**src/rtl/stopwatch_ctrl.sv**
```systemverilog
// MM:SS BCD stopwatch driven by a 1 Hz tick, with start/stop, clear and optional lap freeze.
// Define STOPWATCH_LAP_EN to build the LAP state and the frozen display register.
module stopwatch_ctrl #(
  parameter int unsigned WRAP      = 1,
  parameter int unsigned MIN_LIMIT = 59
) (
  input  logic       CLK,
  input  logic       RST,
  input  logic       TICK,
  input  logic       BTN_START,
  input  logic       BTN_CLEAR,
  input  logic       BTN_LAP,
  output logic [3:0] SEC_ONES,
  output logic [3:0] SEC_TENS,
  output logic [3:0] MIN_ONES,
  output logic [3:0] MIN_TENS,
  output logic       RUNNING,
  output logic       OVF
);

  typedef enum logic [1:0] {
    Idle  = 2'd0,
    Run   = 2'd1,
    Pause = 2'd2,
    Lap   = 2'd3
  } state_t;

  localparam logic [3:0] LimTens = 4'(MIN_LIMIT / 10);
  localparam logic [3:0] LimOnes = 4'(MIN_LIMIT % 10);

  state_t     state_q, state_d;
  logic [3:0] secOnes_q, secOnes_d;
  logic [3:0] secTens_q, secTens_d;
  logic [3:0] minOnes_q, minOnes_d;
  logic [3:0] minTens_q, minTens_d;
  logic       ovf_q, ovf_d;
  logic       running_q;

  logic       countEn;
  logic       atLimit;
  logic [4:0] secOnesStep;
  logic [4:0] secTensStep;
  logic [4:0] minOnesStep;

  // One BCD digit step: an out-of-range digit snaps to 0 without carrying.
  function automatic logic [4:0] bcdStep(input logic [3:0] q, input logic [3:0] maxVal,
                                         input logic carryIn);
    logic [4:0] r;
    r = {1'b0, q};
    if (q > maxVal) begin
      r = 5'd0;
    end else if (carryIn) begin
      if (q == maxVal) r = {1'b1, 4'd0};
      else             r = {1'b0, q + 4'd1};
    end
    return r;
  endfunction

  always_comb begin
    state_d = state_q;
    if (BTN_CLEAR) begin
      state_d = Idle;
    end else if (BTN_START) begin
      case (state_q)
        Idle:    state_d = Run;
        Run:     state_d = Pause;
        Pause:   state_d = Run;
        Lap:     state_d = Pause;
        default: state_d = Idle;
      endcase
`ifdef STOPWATCH_LAP_EN
    end else if (BTN_LAP) begin
      if (state_q == Run)      state_d = Lap;
      else if (state_q == Lap) state_d = Run;
`endif
    end
  end

  // Counting is gated on the pre-edge state, so a START leaving RUN still counts its tick.
  assign countEn = TICK && !BTN_CLEAR && ((state_q == Run) || (state_q == Lap));
  assign atLimit = (minTens_q == LimTens) && (minOnes_q == LimOnes) &&
                   (secTens_q == 4'd5) && (secOnes_q == 4'd9);

  assign secOnesStep = bcdStep(secOnes_q, 4'd9, 1'b1);
  assign secTensStep = bcdStep(secTens_q, 4'd5, secOnesStep[4]);
  assign minOnesStep = bcdStep(minOnes_q, 4'd9, secTensStep[4]);

  always_comb begin
    secOnes_d = secOnes_q;
    secTens_d = secTens_q;
    minOnes_d = minOnes_q;
    minTens_d = minTens_q;
    ovf_d     = ovf_q;
    if (BTN_CLEAR) begin
      secOnes_d = 4'd0;
      secTens_d = 4'd0;
      minOnes_d = 4'd0;
      minTens_d = 4'd0;
      ovf_d     = 1'b0;
    end else if (countEn) begin
      if (atLimit) begin
        ovf_d = 1'b1;
        if (WRAP != 0) begin
          secOnes_d = 4'd0;
          secTens_d = 4'd0;
          minOnes_d = 4'd0;
          minTens_d = 4'd0;
        end
      end else begin
        secOnes_d = secOnesStep[3:0];
        secTens_d = secTensStep[3:0];
        minOnes_d = minOnesStep[3:0];
        // Minute tens above 5 only arise from an upset; any counted tick clears them.
        if (minTens_q > 4'd5)     minTens_d = 4'd0;
        else if (minOnesStep[4])  minTens_d = (minTens_q == 4'd5) ? 4'd0 : minTens_q + 4'd1;
      end
    end
  end

  always_ff @(posedge CLK or posedge RST) begin
    if (RST) begin
      state_q   <= Idle;
      secOnes_q <= 4'd0;
      secTens_q <= 4'd0;
      minOnes_q <= 4'd0;
      minTens_q <= 4'd0;
      ovf_q     <= 1'b0;
      running_q <= 1'b0;
    end else begin
      state_q   <= state_d;
      secOnes_q <= secOnes_d;
      secTens_q <= secTens_d;
      minOnes_q <= minOnes_d;
      minTens_q <= minTens_d;
      ovf_q     <= ovf_d;
      running_q <= (state_d == Run) || (state_d == Lap);
    end
  end

`ifdef STOPWATCH_LAP_EN
  logic [3:0] dispSecOnes_q;
  logic [3:0] dispSecTens_q;
  logic [3:0] dispMinOnes_q;
  logic [3:0] dispMinTens_q;

  // The display freezes only while the machine stays in LAP; otherwise it tracks the live count.
  always_ff @(posedge CLK or posedge RST) begin
    if (RST) begin
      dispSecOnes_q <= 4'd0;
      dispSecTens_q <= 4'd0;
      dispMinOnes_q <= 4'd0;
      dispMinTens_q <= 4'd0;
    end else if (!((state_q == Lap) && (state_d == Lap))) begin
      dispSecOnes_q <= secOnes_d;
      dispSecTens_q <= secTens_d;
      dispMinOnes_q <= minOnes_d;
      dispMinTens_q <= minTens_d;
    end
  end

  assign SEC_ONES = dispSecOnes_q;
  assign SEC_TENS = dispSecTens_q;
  assign MIN_ONES = dispMinOnes_q;
  assign MIN_TENS = dispMinTens_q;
`else
  logic unusedLap;
  assign unusedLap = BTN_LAP;

  assign SEC_ONES = secOnes_q;
  assign SEC_TENS = secTens_q;
  assign MIN_ONES = minOnes_q;
  assign MIN_TENS = minTens_q;
`endif

  assign RUNNING = running_q;
  assign OVF     = ovf_q;

endmodule
```
**config.mk**
```make
export PLATFORM = sky130hd
export DESIGN_NAME = stopwatch_ctrl
export DESIGN_NICKNAME = d
export VERILOG_FILES = /design/src/rtl/stopwatch_ctrl.sv
export SDC_FILE = /design/constraint.sdc
export NUM_CORES = 1
export LEC_CHECK = 0
export CORE_MARGIN = 1.5
export CORE_UTILIZATION = 44
export DETAILED_ROUTE_END_ITERATION = 8
export PLACE_DENSITY_LB_ADDON = 0.05
export SLEW_MARGIN = 20
export SYNTH_ARGS = -nofsm -noshare
export SYNTH_HDL_FRONTEND = slang
export SYNTH_SLANG_ARGS = --single-unit
```
**constraint.sdc**
```tcl
create_clock -name CLK -period 1.7 [get_ports CLK]
set_clock_uncertainty 0.1 [all_clocks]
set_input_delay 0.34 -clock CLK [delete_from_list [all_inputs] [get_ports CLK]]
set_output_delay 0.34 -clock CLK [all_outputs]
set_load 0.01 [all_outputs]
```
==> impl_results.md <==
* Sequential share of the synthesized area at 0.433
* P_leak at between 0.7 and 0.8 nW
* Grt met2 use at 0.374
* Critical path fanouts, max at 5
* Yosys warns at 0
* TritonCTS buffer count at 3
* Number of flops mapped to enable cells by yosys at 0
* Cts hold-fix bufs at 0
* FF+latch count, synth at 18
* Commonest non-fill, non-tap cell in the layout: buf_4
* Max Clk Rate at about 0.59 GHz
* Most used routing layer: met2
* Routed len/inst at ~14 µm
* Overflow after GRT at 0
* Setup crit start kind: register
* Crit path required time at between 1.5 and 2 ns
* DR vias at 1080
* Avg Inst Size Synth at 9.55 µm²
* Share of cells above drive strength 1 at 0.304
* Die height at between 50 and 60 µm
* Slew @ Worst Pin at 0.390 ns
* Met3 usage at 0.0259
* Syn Std Cell Area at 0.00104 mm²
* PwrDens at between 500 and 600 mW/mm²
* Largest net degree at the start of global routing at 19
* Outcome: complete, no violations
* Vias in the first global route at 1008
* Layout area overhead at 51.0%
* Placed Cells at about 180
* Hold Slack at roughly 0.27 ns
* Htree depth at 1
* Total Routing Usage GR at 0.221
* Via/cell ratio at 5.71
* Non-Filler Instances at between 150 and 200
* Site Rows at 17
* Skew-Pair Late Insertion Delay at slightly below 0.3 ns
* Clk slew on worst S/H paths at ~0.10 ns
* Crit path from: SEC_ONES[2]
* Met1 usage at 0.291
* Post-DP Area at around 0.0014 mm²
* Max Root-Sink Buffers at 2
* Max_slew headroom at 0.733
* Final RePlAce weighted congestion at a little over 0.8
* Worst r2r src: SEC_ONES[2]
* Final wirelength at approximately 2700 µm
* Register-to-Register Path Depth at 5
* Ys async rst share at 1.00
* Setup violators final at 0
* Total negative slack at 0 ns
* Most frequent cells in the layout: buf_4, dfrtp_1, clkdlybuf4s50_1
* Pre-CTS setup slack at -0.190 ns
* Main synth FF type: dfrtp_1
* Number of I/O pins at 24
* DRT iter0 DRCs at 28
* Final HPWL DP at 1810 µm
* # port buffers at 22
* Post-Syn Nets at 115
* Worst Setup Slack, final at between 0.015 and 0.02 ns
* Initial antenna violation count at 0
* N_diodes at 0
* FF-to-FF setup slack at about 0.018 ns
* Tmin final at about 1.7 ns
* Root buffer cell: clkbuf_4
* DRC Markers at 0
* Starting Density at 0.466
* MaxCap Viol Count at 0
* Final nets at between 150 and 200
* Crit path DAT at around 1.8 ns
* Chip Width at between 50 and 60 µm
* Gate count of the mapped netlist at around 110
* Post-route design area at 0.00157 mm²
* Final core occ at 0.704
* Crit path kind: reg -> reg
* First-pass GRT wire length at about 4400 µm
* Hold Path Class: in -> async
* CTS Sinks at 18
* Maximum VDD drop at around 560 µV
* Distinct cells, synth at between 40 and 50
* Setup crit end kind: register
* Total Die Area at about 0.0027 mm²
* Hold Fails Final Rpt at 0
* R2r endpoint: MIN_TENS[2]
* Router iterations before antenna repair at 4
* Core footprint at between 0.002 and 0.0025 mm²
* Total power at 0.907 mW
* RSZ-0062 raised after global routing: yes
* Antenna-violating nets left at 0
* Pins Over Slew Limit at 0
* CTS tree: yes
* Period Utilization, post-route at 0.990
## how the worst max path moves through the flow
stage | endpoint | slack (ns) | depth (start not counted)
finish | MIN_TENS[2] | 0.02 | 5
global route | MIN_TENS[2] | -0.09 | 5
CTS | MIN_TENS[0] | -0.02 | 6
detailed placement | MIN_ONES[2] | -0.19 | 5
global placement | MIN_ONES[2] | -0.17 | 5
floorplan | SEC_TENS[0] | -0.02 | 6
## Yosys cell counts, drive strengths merged (2+ instances only)
cell type	count	area, µm²
nand4	2	12.5
dfrtp	18	450
a211oi	2	15.0
buf	2	22.5
a21oi	7	35.0
o21ai	6	33.8
o31ai	4	30.0
nor2	6	22.5
nand3	4	20.0
and2	4	25.0
o21a	2	15.0
nor3	7	35.0
clkbuf	3	12.5
nor4bb	2	35.0
mux2i	2	20.0
inv	5	18.8
nand2	11	41.3
o41ai	3	33.8
## critical path: stages (launching register included)
cell and delay (ns):
dfrtp_1 0.42, nor4bb_4 0.35, buf_6 0.17, nand4_1 0.14, nand3b_1 0.24, o22ai_1 0.18
## state kept, by name, indices dropped and copies added, names as in the netlist
register  cells
SEC_TENS      4
MIN_ONES      4
SEC_ONES      4
RUNNING       1
OVF           1
MIN_TENS      4
## cells by family after synthesis
| logic type | share of synthesized area |
|---|---|
| compound gates | 0.244 |
| flops | 0.433 |
| xor+xnor | 0.00841 |
| simple gates | 0.233 |
| buf+inv | 0.0517 |
| mux | 0.0300 |
## power by group
group / leakage, nW / switching (mW) / internal [mW]
sequential: 0.247 / 0.0189 / 0.451
combinational: 0.462 / 0.113 / 0.118
clock: 0.0138 / 0.124 / 0.0823
## what timing repair did
| item | in CTS | in global routing |
|---|---|---|
| endpoints found under the setup margin | 16 | 16 |
| resized for setup | 11 | 9 |
| pin swaps | 1 | 6 |
| setup buffers | 12 | 0 |
| cloned | 0 | 1 |
| hold endpoints to repair | 0 | 0 |
## per-layer routing
layer | up-vias | share of wire
met2 | 31 | 0.50
met5 | - | 0
met1 | 528 | 0.46
li1 | 519 | -
met3 | 2 | 0.045
met4 | 0 | 0.0034
## final cells by class
cell class | count | area (µm²)
Inverter | 5 | 18.8
Timing Repair Buffer | 54 | 454
Clock buffer | 3 | 22.5
Multi-Input combinational cell | 81 | 591
Fill cell | 183 | 662
Tap cell | 28 | 35.0
Sequential cell | 18 | 450
Note: power is estimated with default switching activity, not from simulation.
